$ cat config.mk
export PLATFORM = sky130hd
export DESIGN_NAME = dct_coef_reader
export DESIGN_NICKNAME = d
export VERILOG_FILES = /design/src/rtl/dct_coef_reader.sv
export SDC_FILE = /design/constraint.sdc
export NUM_CORES = 1
export LEC_CHECK = 0
export ABC_CLOCK_PERIOD_IN_PS = 5300
export CAP_MARGIN = 20
export CORE_AREA = 4 4 162 164
export CTS_BUF_LIST = sky130_fd_sc_hd__clkbuf_4 sky130_fd_sc_hd__clkbuf_8 sky130_fd_sc_hd__clkbuf_16
export CTS_CLUSTER_SIZE = 10
export DETAILED_ROUTE_END_ITERATION = 7
export DIE_AREA = 0 0 166 168
export GPL_ROUTABILITY_DRIVEN = 0
export PLACE_DENSITY = 0.74
export RECOVER_POWER = 25
export SETUP_SLACK_MARGIN = 0.15
export SYNTH_ARGS = -nofsm -noshare
export SYNTH_HDL_FRONTEND = slang
export SYNTH_SLANG_ARGS = --single-unit
$ cat constraint.sdc
create_clock -name clk -period 5.3 [get_ports clk]
set_input_delay 0.795 -clock clk [delete_from_list [all_inputs] [get_ports clk]]
set_output_delay 0.795 -clock clk [all_outputs]
set_load 0.05 [all_outputs]
$ cat src/rtl/dct_coef_reader.sv
// Streams a contiguous range of packed 8x12-bit DCT coefficient rows out of the output SRAM.
// Optional per-block nonzero statistic enabled by defining DCT_READER_NZSTAT_EN.
module dct_coef_reader #(
    parameter int BW    = 12,
    parameter int NCOEF = 8,
    parameter int AW    = 15
) (
    input  logic                  clk,
    input  logic                  reset,
    input  logic                  i_start,
    input  logic [AW-1:0]         i_base_addr,
    input  logic [15:0]           i_num_words,
    output logic                  o_busy,
    output logic                  o_done,
    output logic                  o_mem_nce,
    output logic                  o_mem_nwrt,
    output logic [AW-5:0]         o_mem_ra,
    output logic [3:0]            o_mem_ca,
    input  logic [NCOEF*BW-1:0]   i_mem_do,
    output logic                  o_valid,
    input  logic                  i_ready,
    output logic [NCOEF*BW-1:0]   o_data,
    output logic                  o_sob,
    output logic                  o_eob,
    output logic                  o_last,
    output logic [6:0]            o_nz_count
);

    localparam logic [1:0] S_IDLE  = 2'd0;
    localparam logic [1:0] S_RUN   = 2'd1;
    localparam logic [1:0] S_DRAIN = 2'd2;
    localparam logic [1:0] S_DONE  = 2'd3;

    logic [1:0]          state_q, state_d;
    logic [AW-1:0]       addr_q, addr_d;
    logic [15:0]         left_q, left_d;
    logic [15:0]         num_q, num_d;
    logic [15:0]         k_q, k_d;
    logic                inflight_q, inflight_d;
    logic [1:0]          fifo_cnt_q, fifo_cnt_d;
    logic                wr_ptr_q, wr_ptr_d;
    logic                rd_ptr_q, rd_ptr_d;
    logic [NCOEF*BW-1:0] fifo_mem_q [2];

    logic pop;
    logic issue;
    logic is_last;
    logic room_ok;

    assign o_valid = (fifo_cnt_q != 2'd0);
    assign pop     = o_valid & i_ready;
    assign is_last = (k_q == num_q - 16'd1);
    // A slot is reserved for the read in flight, so the 2-deep FIFO can never overflow.
    assign room_ok = (3'(inflight_q) + 3'(fifo_cnt_q) - 3'(pop)) < 3'd2;
    assign issue   = (state_q == S_RUN) && (left_q != 16'd0) && room_ok;

    always_comb begin
        // NOTE: every signal gets a default first so no path through the case leaves a latch.
        state_d    = state_q;
        addr_d     = addr_q;
        left_d     = left_q;
        num_d      = num_q;
        k_d        = k_q;
        inflight_d = issue;
        rd_ptr_d   = rd_ptr_q;
        wr_ptr_d   = wr_ptr_q;
        fifo_cnt_d = fifo_cnt_q + 2'(inflight_q) - 2'(pop);

        if (pop) begin
            k_d      = k_q + 16'd1;
            rd_ptr_d = ~rd_ptr_q;
        end
        if (inflight_q) begin
            wr_ptr_d = ~wr_ptr_q;
        end

        case (state_q)
            S_IDLE: begin
                if (i_start) begin
                    addr_d  = i_base_addr;
                    left_d  = i_num_words;
                    num_d   = i_num_words;
                    k_d     = 16'd0;
                    state_d = (i_num_words == 16'd0) ? S_DONE : S_RUN;
                end
            end
            S_RUN: begin
                if (issue) begin
                    addr_d = addr_q + AW'(1);
                    left_d = left_q - 16'd1;
                    if (left_q == 16'd1) begin
                        state_d = S_DRAIN;
                    end
                end
            end
            S_DRAIN: begin
                if (pop && is_last) begin
                    state_d = S_DONE;
                end
            end
            default: begin
                state_d = S_IDLE;
            end
        endcase
    end

    always_ff @(posedge clk) begin
        // NOTE: sequential state uses non-blocking assignments so every flop samples pre-edge values.
        if (!reset) begin
            state_q    <= S_IDLE;
            addr_q     <= '0;
            left_q     <= '0;
            num_q      <= '0;
            k_q        <= '0;
            inflight_q <= 1'b0;
            fifo_cnt_q <= '0;
            wr_ptr_q   <= 1'b0;
            rd_ptr_q   <= 1'b0;
        end else begin
            state_q    <= state_d;
            addr_q     <= addr_d;
            left_q     <= left_d;
            num_q      <= num_d;
            k_q        <= k_d;
            inflight_q <= inflight_d;
            fifo_cnt_q <= fifo_cnt_d;
            wr_ptr_q   <= wr_ptr_d;
            rd_ptr_q   <= rd_ptr_d;
        end
    end

    // NOTE: FIFO storage is not reset; the occupancy count alone decides what is valid.
    always_ff @(posedge clk) begin
        if (inflight_q) begin
            fifo_mem_q[wr_ptr_q] <= i_mem_do;
        end
    end

    assign o_data     = fifo_mem_q[rd_ptr_q];
    assign o_busy     = (state_q != S_IDLE);
    assign o_done     = (state_q == S_DONE);
    assign o_mem_nce  = ~issue;
    assign o_mem_nwrt = 1'b1;
    assign o_mem_ra   = addr_q[AW-1:4];
    assign o_mem_ca   = addr_q[3:0];
    assign o_sob      = o_valid && (k_q[2:0] == 3'd0);
    assign o_eob      = o_valid && ((k_q[2:0] == 3'd7) || is_last);
    assign o_last     = o_valid && is_last;

`ifdef DCT_READER_NZSTAT_EN
    logic [6:0] nz_q, nz_d;
    logic [3:0] nz_word;

    always_comb begin
        nz_word = 4'd0;
        for (int j = 0; j < NCOEF; j++) begin
            nz_word = nz_word + 4'(o_data[j*BW +: BW] != '0);
        end
        nz_d = nz_q;
        if (pop) begin
            nz_d = o_eob ? 7'd0 : nz_q + 7'(nz_word);
        end
    end

    always_ff @(posedge clk) begin
        if (!reset) begin
            nz_q <= '0;
        end else begin
            nz_q <= nz_d;
        end
    end

    assign o_nz_count = o_valid ? nz_q + 7'(nz_word) : 7'd0;
`else
    assign o_nz_count = 7'd0;
`endif

endmodule

; ---- Word level (Yosys, flattened, before mapping)
; Memories as Yosys holds them, arrays and structs flattened. A register that Yosys moved wholly into a read port is not among the register bits.
; Index checks and enable logic that the tools add are counted.
[word_totals]
out_inout_bits = 126
wordCells = 69
inputBits = 131
mem_bits_rw = 192
memories = 1
register_bits = 70
[classes]
bitwise = 4
mux = 19
add_sub_neg = 8
magnitude_cmp = 1
eq_ne = 10
n_reduce_logical = 17
[mem_list]
columns = name, depth, word_bits, rd, rd_clocked_by_memory_dff, wr, line_no
row1 = fifo_mem_q, 2, 96, 1, 1, 1, 43  ; logic [NCOEF*BW-1:0] fifo_mem_q [2];
[op_table]
columns = operator, count
row1 = 16-bit 2-to-1 mux, 5
row2 = 16-bit one-hot mux with 2 select lines, 1
row3 = 16-bit by 1-bit subtractor with 16-bit output (second input constant), 2
row4 = 15-bit 2-to-1 mux, 2
row5 = 15-bit one-hot mux with 2 select lines, 1
row6 = 16-bit by 1-bit adder with 16-bit output (second input constant), 1
row7 = 16-bit by 1-bit == test with 1-bit output (second input constant), 1
row8 = 16-bit == test, 1
row9 = 16-bit logical NOT, 1
row10 = 16-bit nonzero test, 1
row11 = 15-bit by 1-bit adder with 15-bit output (second input constant), 1
row12 = 2-bit 2-to-1 mux, 5
row13 = 1-bit logical AND, 6
row14 = 2-bit != test (second input constant), 3
row15 = 2-bit one-hot mux with 3 select lines, 1
row16 = 2-bit nonzero test, 3
row17 = 2-bit == test (second input constant), 2
row18 = 1-bit 2-to-1 mux, 4
row19 = 4-bit AND reduction, 1
row20 = 1-bit by 2-bit adder with 3-bit output, 1
row21 = 3-bit == test (second input constant), 1
row22 = 3-bit logical NOT, 1
row23 = 3-bit by 2-bit less-than comparator with 1-bit output (second input constant), 1
row24 = 1-bit inverter, 3
row25 = other kinds (10), 10

; ---- Logic depth before layout (Yosys ltp)
; Gate-level depths: netlist (run 1).
[depth]
depth_word = 7
ltp_mapped = 18
depth_no_buf = 16

; ---- Worst setup path before layout (run 1)
; OpenSTA, ideal clock, no wires.
[synth_path]
kind = register to register
startpoint = reg inflight_q
endpoint = mem fifo_mem_q[0][0] in the netlist's numbering, enable pin
synth_period_minus_slack_ns = 5.174
path_stages_with_launch = 2
path_buffers = 0
setup_slack_ns = 0.126
setup_ns = 0.563
required_time_ns = 4.737
arrival_ns = 4.611
cell_sequence = dfxtp_1 -> nor2b_1
[synth_between]
elab_chain_len = 2
[synth_rtl]
columns = element, line_no
row1 = start: declaration, 39  ; logic inflight_q, inflight_d;
row2 = start signal: assignment, 125  ; inflight_q <= inflight_d;
row3 = 1-bit 2-to-1 mux, 134  ; if (inflight_q) begin
row4 = 1-bit 2-to-1 mux (implied by the code), 135  ; fifo_mem_q[wr_ptr_q] <= i_mem_do;
row5 = end: declaration, 43
; No other way between the ends.

; ---- Final worst setup path (run 1)
[layout_path]
startpoint = reg fifo_cnt_q[1]
endpoint = out o_mem_nce
[layout_between]
elab_chain_len = 6
elab_cells_between_ends = 7
classes_between = 2 x add/sub / 1 x order compare / 2 x bitwise / 2 x reduce/logical
[layout_rtl]
columns = element, line_no
row1 = start: declaration, 40  ; logic [1:0] fifo_cnt_q, fifo_cnt_d;
row2 = start signal: assignment, 126  ; fifo_cnt_q <= fifo_cnt_d;
row3 = 2-bit nonzero test, 50  ; assign o_valid = (fifo_cnt_q != 2'd0);
row4 = 1-bit AND, 51  ; assign pop = o_valid & i_ready;
row5 = named net pop, 45  ; logic pop;
row6 = 3-bit by 1-bit subtractor with 3-bit output, 54  ; assign room_ok = (3'(inflight_q) + 3'(fifo_cnt_q) - 3'(pop)) < 3'd2;
row7 = 3-bit by 2-bit less-than comparator with 1-bit output, 54
row8 = 1-bit logical AND, 55  ; assign issue = (state_q == S_RUN) && (left_q != 16'd0) && room_ok;
row9 = 1-bit inverter, 142  ; assign o_mem_nce = ~issue;
row10 = end: declaration, 15  ; output logic o_mem_nce,
; The timed path passes the listed nets, and every way through them passes these cells.

==> results of run 1 <==
==> layer usage <==
layer,vias to the layer above,global-route usage
met5,-,0
met4,2,0.0391
met3,40,0.0362
met2,284,0.310
met1,3667,0.249
li1,3643,-
==> state kept, by name, summed over array words and instances, names as in the netlist, named ones only <==
name / cells
fifo_cnt_q: 2
inflight_q: 1
num_q: 16
k_q: 16
rd_ptr_q: 1
addr_q: 15
left_q: 16
fifo_mem_q: 192
state_q: 2
wr_ptr_q: 1
==> critical path, delay by kind of cell (launching register included) <==
kind                     cells  cell delay [ps]
buffers and inverters        6             1170
adder cells (fa/ha/maj)      3              790
AND/OR/NAND/NOR              3              570
flip-flops                   1              350
AO/OA/AOI/OAI                1              310
XOR/XNOR                     1              140
==> Yosys cell counts (2+ instances only) <==
master     count  area share
inv_1         19      0.0064
buf_2          6      0.0027
nor4_2         3      0.0034
or3_1          6      0.0034
o221a_1        8      0.0080
o21a_1         8      0.0054
buf_4          9      0.0060
nand2_1       67       0.022
or2_1          2      0.0011
clkbuf_1      30       0.010
buf_1          3      0.0010
a21oi_1       51       0.023
nor2_1        60       0.020
nand3b_1       5      0.0034
dfxtp_1       71        0.13
a211oi_1       9      0.0060
ha_1          14       0.016
a31oi_1        9      0.0050
and3_1         9      0.0050
and2_1        10      0.0056
o2bb2ai_1      3      0.0023
o21ai_0       13      0.0058
mux2_2        96       0.097
and4_1         4      0.0031
nand2b_1       5      0.0028
o21ai_1       10      0.0045
nor2b_1        5      0.0028
nor3_1        17      0.0076
clkinv_1       2     0.00067
xnor2_1       18       0.014
edfxtp_1     192        0.51
nand3_1       14      0.0063
a22oi_1        3      0.0020
nand4_1       10      0.0056
xor2_1        17       0.013
o22ai_1        6      0.0034
nor4_1         4      0.0022
conb_1         2     0.00067
mux2i_1        4      0.0036
==> layout make-up <==
class	count	share of cell area
clock buffer	55	0.0649
tap	330	0.0276
inverter	22	0.00553
multi-input combinational	525	0.250
sequential	263	0.482
timing repair buffer	257	0.171
==> per-stage QoR <==
stage                     power [W]  cell area, sq um
after floorplan             0.00527             11200
after global placement      0.00627             14000
after detailed placement    0.00631             14000
after CTS                   0.00832             14900
after global routing        0.00865             14900
final                       0.00824             14900
==> cell families (layout without fill, tap and decap cells) <==
logic type               after synthesis  in the layout  synth area share
adder cells (fa/ha/maj)               15             15            0.0174
AO/OA/AOI/OAI                        135            135            0.0779
buffers and inverters                 71            334            0.0282
other                                  2              8          0.000671
multiplexers                         100            100             0.100
flip-flops                           263            263             0.642
AND/OR/NAND/NOR                      232            232             0.106
XOR/XNOR                              35             35            0.0274
==> worst paths after layout <==
path | startpoint | to | depth (start not counted)
min reg2reg | addr_q[14] | addr_q[14] | 2
max | fifo_cnt_q[1] | o_mem_nce | 14
max reg2reg | fifo_cnt_q[1] | left_q[8] | 17
min | addr_q[14] | addr_q[14] | 2
==> power groups by stage <==
stage | Clock (W) | Combinational, W | Sequential [W]
after floorplan | 0 | 0.00235 | 0.00292
after global placement | 0 | 0.00342 | 0.00285
after detailed placement | 0 | 0.00345 | 0.00286
after CTS | 0.00202 | 0.00347 | 0.00282
after global routing | 0.00212 | 0.00366 | 0.00287
final | 0.00198 | 0.00344 | 0.00282
==> results.sh, run 1 <==
export IMPL_multi_input_area_sq_um=3730
export IMPL_reg2reg_setup_slack_ps=1510
export IMPL_regArea_sq_um=7190
export IMPL_drt_wl_total_microns=26600
export IMPL_dieArea_sq_um=27900
export IMPL_fin_util=0.600
export IMPL_clk_path_buf_depth=3
export IMPL_synthDistinctLibCells=68
export IMPL_viasPerCell=5.26
export IMPL_drc_errors=0
export IMPL_drive_above_1_share=0.157
export IMPL_synth_edf_count=192
export IMPL_yosysWarnings=0
export IMPL_die_y_microns=168
export IMPL_irDropWorstVdd_mv=0.342
export IMPL_wl_met1_microns=11500
export IMPL_grt_first_pass_wirelength_microns=41800
export IMPL_setup_tns_final_ps=0
export IMPL_power_leakage_nw=5.20
export IMPL_ioPinCount=257
export IMPL_seq_power_share=0.343
export IMPL_max_freq_ghz=0.214
export IMPL_place_ws_ps=699
export IMPL_final_common_cell="edfxtp_1"
export IMPL_p_clk_frac=0.240
export IMPL_route_met3_wl_microns=1880
export IMPL_combPwrFrac=0.417
export IMPL_rows=58
export IMPL_cp_start_kind="register"
export IMPL_path_clk_slew_ps=60
export IMPL_nNetsFinal=1245
export IMPL_grt_overflow_total=0
export IMPL_die_x_microns=166
export IMPL_grt_pass1_vias=7517
export IMPL_syn_area_per_cell_sq_um=13.1
export IMPL_start_util=0.450
export IMPL_synthArstFlopShare=0
export IMPL_yosysSeqAreaShare=0.642
export IMPL_fin_hold_ws_ps=484
export IMPL_htreeDepth=1
export IMPL_cts_hold_buf=0
export IMPL_min_period_ps=4670
export IMPL_p_sw_frac=0.387
export IMPL_worstMarginPinSlew_ps=975
export IMPL_post_drt_wl_per_cell_microns=18.3
export IMPL_clock_latency_ps=530
export IMPL_min_path_type="reg2reg"
export IMPL_synth_area_sq_um=11200
export IMPL_hold_viol=0
export IMPL_period_share=0.882
export IMPL_status="finished, final reports clean"
export IMPL_tritoncts="done"
export IMPL_drv_cap=0
export IMPL_finClkSkew_ps=10.3
export IMPL_dp_cells=1397
export IMPL_path_common_cell="inv_1"
export IMPL_critPathMaxFanout=8
export IMPL_synth_cells=853
export IMPL_stdcell_count=1452
export IMPL_cts_resized=0
export IMPL_core_area_sq_um=24900
export IMPL_postCtsSetupBuffers=0
export IMPL_antenna_found_initial=1
export IMPL_setup_slack_ps=625
export IMPL_rsz0062_at_grt="false"
export IMPL_vias=7636
export IMPL_powerDensity_nw_per_um2=552
export IMPL_clockRootBuffer="clkbuf_16"
export IMPL_cp_required_ps=4510
export IMPL_ys_ff_latch=263
export IMPL_slew_headroom=0.350
export IMPL_p_switching_w=0.00319
export IMPL_final_cell_mix="edfxtp_1 (192), clkdlybuf4s50_1 (175), mux2_2 (96)"
export IMPL_crit_type="reg2out"
export IMPL_cp_slowest_cell="clkdlybuf4s50_1"
export IMPL_grt_max_degree=70
export IMPL_crit_arrival_ps=3880
export IMPL_antennaDiodeCount=0
export IMPL_wl_met2_microns=12800
export IMPL_synth_top_flop_cell="edfxtp_1"
export IMPL_cp_slowest_stage_delay_ps=720
export IMPL_cts_made_buffers=30
export IMPL_drt_pass1_iterations=5
export IMPL_track_usage=0.183
export IMPL_drt_initial_drc_count=570
export IMPL_area_delta_synth_final_pct=33.4
export IMPL_finalSetupViolCount=0
export IMPL_maxUsedRoutingLayer="met5"
export IMPL_drv_slew=0
export IMPL_dp_hpwl_microns=18200
export IMPL_nFillCells=1951
export IMPL_cp_end_kind="output pin"
export IMPL_path_cells="nor2_1 -> inv_1 -> nand2_1 -> inv_2 -> ha_1 -> inv_1 -> ha_1 -> inv_1 -> fa_1 -> xnor2_1 -> nand3_1 -> a31oi_1 -> inv_1 -> clkdlybuf4s50_1"
export IMPL_ant_nets=0
export IMPL_clock_sinks=263
export IMPL_power_internal_w=0.00505
export IMPL_portBuffers=248
No activity file was read; power rests on OpenSTA's default activity.
==> run 2: changes to the inputs <==
Settings changed: CORE_AREA 4 4 162 164 to 4 4 186 143, DIE_AREA 0 0 166 168 to 0 0 190 147.
==> run 2 against run 1 <==
Sequential share of layout area up 0.26 points. Combinational power about the same. Wire length up 1.9%. Sequential power about the same. Critical path depth unchanged. Sequential cell count unchanged. Die area up 0.15%. Global-route usage up 0.35 points. Setup slack worse by 22 ps. Largest cell class unchanged.
==> results.sh, run 2 (synthesized netlist as in run 1, its figures left out) <==
export IMPL_post_drt_wl_per_cell_microns=18.7
export IMPL_dieArea_sq_um=27900
export IMPL_drv_slew=0
export IMPL_min_period_ps=4700
export IMPL_drv_cap=0
export IMPL_grt_pass1_vias=7494
export IMPL_start_util=0.453
export IMPL_reg2reg_setup_slack_ps=1450
export IMPL_gr_usage_met3=0.0530
export IMPL_grt_overflow_total=0
export IMPL_use_met1=0.256
export IMPL_viasPerCell=5.30
export IMPL_antenna_found_initial=3
export IMPL_fin_util=0.601
export IMPL_vias=7673
export IMPL_crit_type="reg2out"
export IMPL_final_common_cell="edfxtp_1"
export IMPL_ioPinCount=257
export IMPL_top_register="fifo_mem_q"
export IMPL_busiest_layer="met2"
export IMPL_hold_end="num_q[15]"
export IMPL_min_from="num_q[15]"
export IMPL_crit_arrival_ps=3900
export IMPL_nNetsFinal=1245
export IMPL_r2r_end="left_q[3]"
export IMPL_clk_path_buf_depth=3
export IMPL_cp_required_ps=4510
export IMPL_setup_tns_final_ps=0
export IMPL_use_met2=0.300
export IMPL_max_freq_ghz=0.213
export IMPL_drc_errors=0
export IMPL_cts_hold_buf=0
export IMPL_grt_first_pass_wirelength_microns=42100
export IMPL_dpl_cell_area_sq_um=14000
export IMPL_ant_nets=0
export IMPL_whs_path_depth=2
export IMPL_irDropWorstVdd_mv=0.324
export IMPL_portBuffers=248
export IMPL_dp_cells=1405
export IMPL_drt_wl_total_microns=27100
export IMPL_status="finished, final reports clean"
export IMPL_place_ws_ps=712
export IMPL_core_area_sq_um=24700
export IMPL_min_path_type="reg2reg"
export IMPL_clockRootBuffer="clkbuf_16"
export IMPL_rsz0062_at_grt="false"
export IMPL_postCtsSetupBuffers=0
export IMPL_largest_reg_flops=192
export IMPL_worstMarginPinSlew_ps=967
export IMPL_critPathMaxFanout=8
export IMPL_powerDensity_nw_per_um2=548
export IMPL_reg2reg_depth=16
export IMPL_slew_headroom=0.352
export IMPL_drt_initial_drc_count=593
export IMPL_grt_max_degree=58
export IMPL_rows=50
export IMPL_cp_end_kind="output pin"
export IMPL_clock_sinks=263
export IMPL_cp_start_kind="register"
export IMPL_die_y_microns=147
export IMPL_hold_viol=0
export IMPL_drt_pass1_iterations=5
export IMPL_period_share=0.886
export IMPL_r2r_start="fifo_cnt_q[1]"
export IMPL_cts_resized=0
export IMPL_stdcell_count=1448
export IMPL_tritoncts="done"
export IMPL_final_cell_mix="edfxtp_1 (192), clkdlybuf4s50_1 (175), mux2_2 (96)"
export IMPL_area_delta_synth_final_pct=32.7
export IMPL_finClkSkew_ps=11.3
export IMPL_htreeDepth=1
export IMPL_fin_area_sq_um=14900
export IMPL_clock_latency_ps=550
export IMPL_path_clk_slew_ps=50
export IMPL_die_x_microns=190
export IMPL_cts_made_buffers=30
export IMPL_track_usage=0.187
export IMPL_power_leakage_nw=5.14
export IMPL_finalSetupViolCount=0
export IMPL_setup_slack_ps=604
export IMPL_dp_hpwl_microns=18700
export IMPL_drive_above_1_share=0.145
-- run 2: worst max path at each step --
stage,startpoint,slack [ps],cells after the start,to
after detailed placement,i_ready,710,13,o_mem_nce
after global routing,fifo_cnt_q[1],320,14,o_mem_nce
final,fifo_cnt_q[1],600,14,o_mem_nce
after CTS,fifo_cnt_q[1],590,14,o_mem_nce
after global placement,i_ready,730,13,o_mem_nce
after floorplan,num_q[0],1680,7,o_last
-- run 2: worst max-delay path, stage by stage (launching register included) --
cell	delay, ps
dfxtp_1	340
nor2_1	280
inv_1	120
nand2_1	180
inv_2	120
ha_1	280
inv_1	60
ha_1	130
inv_1	50
fa_1	370
xnor2_1	140
nand3_1	120
a31oi_1	320
inv_1	100
clkdlybuf4s50_1	730
-- run 2: cell type report --
cell class,instances,area (sq um)
fillers,1960,9860
flip-flops and latches,263,7190
multi-input cells,525,3730
repair buffers,257,2550
clock buffers,38,811
well taps,338,423
inverters,22,82.6
clock inverters,2,60.1
diodes,3,7.51
-- run 2: per-layer routing --
| layer | share of wire | routed length [microns] | vias up |
|---|---|---|---|
| li1 | - | - | 3635 |
| met1 | 0.44 | 12100 | 3720 |
| met2 | 0.46 | 12400 | 270 |
| met3 | 0.079 | 2150 | 46 |
| met4 | 0.018 | 494 | 2 |
| met5 | 0.00048 | 13 | - |
-- run 2: report_power, final --
part	switching, W	leakage [nW]	total, W	internal [W]
Combinational	0.00220	2.39	0.00346	0.00126
Clock	0.000747	0.432	0.00185	0.00111
Sequential	0.000258	2.32	0.00283	0.00257
-- run 2: metrics by stage --
stage	hold slack, ps	power [W]
floorplan	448	0.00527
global placement	465	0.00627
detailed placement	466	0.00633
CTS	477	0.00821
global route	501	0.00855
finish	477	0.00814
==> run 3: changes to the inputs <==
Settings changed: CELL_PAD_IN_SITES_DETAIL_PLACEMENT set to 0, CELL_PAD_IN_SITES_GLOBAL_PLACEMENT set to 1, CORE_AREA 4 4 186 143 to 4 4 209 160, DIE_AREA 0 0 190 147 to 0 0 213 164, MAX_ROUTING_LAYER set to met4, PLACE_DENSITY 0.74 to 0.73.
==> run 3 against run 2 <==
Via count shrank 1.0%. First-iteration DRC count shrank 12%. Total power grew 1.4%. Clock power grew 4%. Non-clock buffer count grew 3. Fmax grew 1.2%. Design area grew 1.2%. Critical path type unchanged. Critical endpoint unchanged. Largest cell class unchanged. Highest routed layer is now met4.
==> results.sh, run 3 (synthesized netlist as in run 1, its figures left out) <==
export IMPL_drc_errors=0
export IMPL_critPathMaxFanout=8
export IMPL_finalSetupViolCount=0
export IMPL_setup_slack_ps=658
export IMPL_final_common_cell="edfxtp_1"
export IMPL_die_y_microns=164
export IMPL_top_register="fifo_mem_q"
export IMPL_route_met3_wl_microns=2050
export IMPL_dp_hpwl_microns=19100
export IMPL_vias=7593
export IMPL_reg2reg_depth=16
export IMPL_status="finished, final reports clean"
export IMPL_r2r_start="fifo_cnt_q[1]"
export IMPL_cts_hold_buf=0
export IMPL_cp_slowest_cell="clkdlybuf4s50_1"
export IMPL_clk_path_buf_depth=3
export IMPL_drv_cap=0
export IMPL_cts_resized=0
export IMPL_reg2reg_setup_slack_ps=1590
export IMPL_max_freq_ghz=0.215
export IMPL_min_period_ps=4640
export IMPL_clock_sinks=263
export IMPL_drt_initial_drc_count=520
export IMPL_drt_pass1_iterations=5
export IMPL_r2r_end="addr_q[7]"
export IMPL_worstMarginPinSlew_ps=988
export IMPL_path_cells="nor2_1 -> inv_1 -> nand2_1 -> inv_2 -> ha_1 -> inv_1 -> ha_1 -> inv_1 -> fa_1 -> xnor2_1 -> nand3_1 -> a31oi_1 -> inv_1 -> clkdlybuf4s50_1"
export IMPL_grt_first_pass_wirelength_microns=43100
export IMPL_min_path_type="reg2reg"
export IMPL_wl_met1_microns=13000
export IMPL_cp_end_kind="output pin"
export IMPL_hold_viol=0
export IMPL_powerDensity_nw_per_um2=549
export IMPL_start_util=0.359
export IMPL_place_ws_ps=707
export IMPL_setup_tns_final_ps=0
export IMPL_maxUsedRoutingLayer="met4"
export IMPL_cp_required_ps=4510
export IMPL_total_power_w=0.00825
export IMPL_final_cell_mix="edfxtp_1 (192), clkdlybuf4s50_1 (174), mux2_2 (96)"
export IMPL_area_delta_synth_final_pct=34.2
export IMPL_largest_reg_flops=192
export IMPL_ioPinCount=257
export IMPL_power_leakage_nw=5.18
export IMPL_cts_made_buffers=31
export IMPL_clock_latency_ps=570
export IMPL_drt_wl_total_microns=28000
export IMPL_path_common_cell="inv_1"
export IMPL_grt_max_degree=66
export IMPL_htreeDepth=1
export IMPL_nNetsFinal=1249
export IMPL_hold_end="num_q[15]"
export IMPL_whs_path_depth=2
export IMPL_die_x_microns=213
export IMPL_finClkSkew_ps=9.88
export IMPL_cp_start_kind="register"
export IMPL_portBuffers=248
export IMPL_irDropWorstVdd_mv=0.322
export IMPL_crit_type="reg2out"
export IMPL_slew_headroom=0.342
export IMPL_grt_pass1_vias=7585
export IMPL_track_usage=0.159
export IMPL_period_share=0.876
export IMPL_dieArea_sq_um=34900
export IMPL_clockRootBuffer="clkbuf_16"
export IMPL_drv_slew=0
export IMPL_ant_nets=0
export IMPL_cp_slowest_stage_delay_ps=720
export IMPL_antenna_found_initial=4
export IMPL_wl_met2_microns=12500
export IMPL_path_clk_slew_ps=60
export IMPL_rows=56
export IMPL_tritoncts="done"
export IMPL_fin_hold_ws_ps=478
export IMPL_fin_util=0.482
export IMPL_drive_above_1_share=0.150
export IMPL_nFillCells=2778
export IMPL_rsz0062_at_grt="false"
export IMPL_cp_num_buf_inv=6
export IMPL_core_area_sq_um=31200
export IMPL_min_from="num_q[15]"
export IMPL_postCtsSetupBuffers=0
export IMPL_post_drt_wl_per_cell_microns=18.4
export IMPL_crit_arrival_ps=3850
export IMPL_viasPerCell=4.98
export IMPL_path_delay_family="buffers and inverters"
export IMPL_grt_overflow_total=0
[run 3: changes by cell type in the layout (fill, tap and decap cells not counted), sizes merged]
cell and delta:
inv +1, dlygate4sd3 +1, buf +3, clkinv +1, clkdlybuf4s50 -1, bufinv -1, clkbuf +3, diode +1
[run 3: power breakdown]
group | leakage (nW) | switching [W] | internal (W) | total, W
logic | 2.41 | 0.00220 | 0.00129 | 0.00349
registers | 2.32 | 0.000266 | 0.00257 | 0.00283
clock network | 0.454 | 0.000790 | 0.00114 | 0.00193
total | 5.18 | 0.00325 | 0.00500 | 0.00825
[run 3: layer usage]
metal,vias up,GRT usage
met3,38,0.0424
met4,0,0.0299
met1,3679,0.219
met2,229,0.242
li1,3647,-
met5,-,-
[run 3: how the worst max path moves through the flow]
stage | startpoint | slack, ps | depth (start not counted) | end
after CTS | fifo_cnt_q[1] | 540 | 14 | o_mem_nce
after detailed placement | i_ready | 710 | 13 | o_mem_nce
after global placement | i_ready | 730 | 13 | o_mem_nce
after floorplan | num_q[0] | 1680 | 7 | o_last
final | fifo_cnt_q[1] | 660 | 14 | o_mem_nce
after global routing | fifo_cnt_q[1] | 320 | 14 | o_mem_nce
[run 3: worst min-delay path: stages (launching register included)]
cell	delay, ps
dfxtp_1	320
nand2_1	60
a21oi_1	50
[run 3: cell type report]
type                            count  area (sq um)  share of cell area
Inverter                           22          82.6             0.00549
Timing Repair Buffer              260          2610               0.173
Sequential cell                   263          7190               0.478
Multi-Input combinational cell    525          3730               0.248
Antenna cell                        4          10.0            0.000666
Tap cell                          406           508              0.0338
Clock inverter                      3          28.8             0.00191
Clock buffer                       41           876              0.0583
[run 3: metrics by stage]
stage / cell area (sq um) / std cells
6_report: 15000 / 1524
2_1_floorplan: 11200 / 859
3_3_place_gp: 14100 / 1475
4_1_cts: 15000 / 1519
5_1_grt: 15000 / 1523
3_5_place_dp: 14100 / 1475
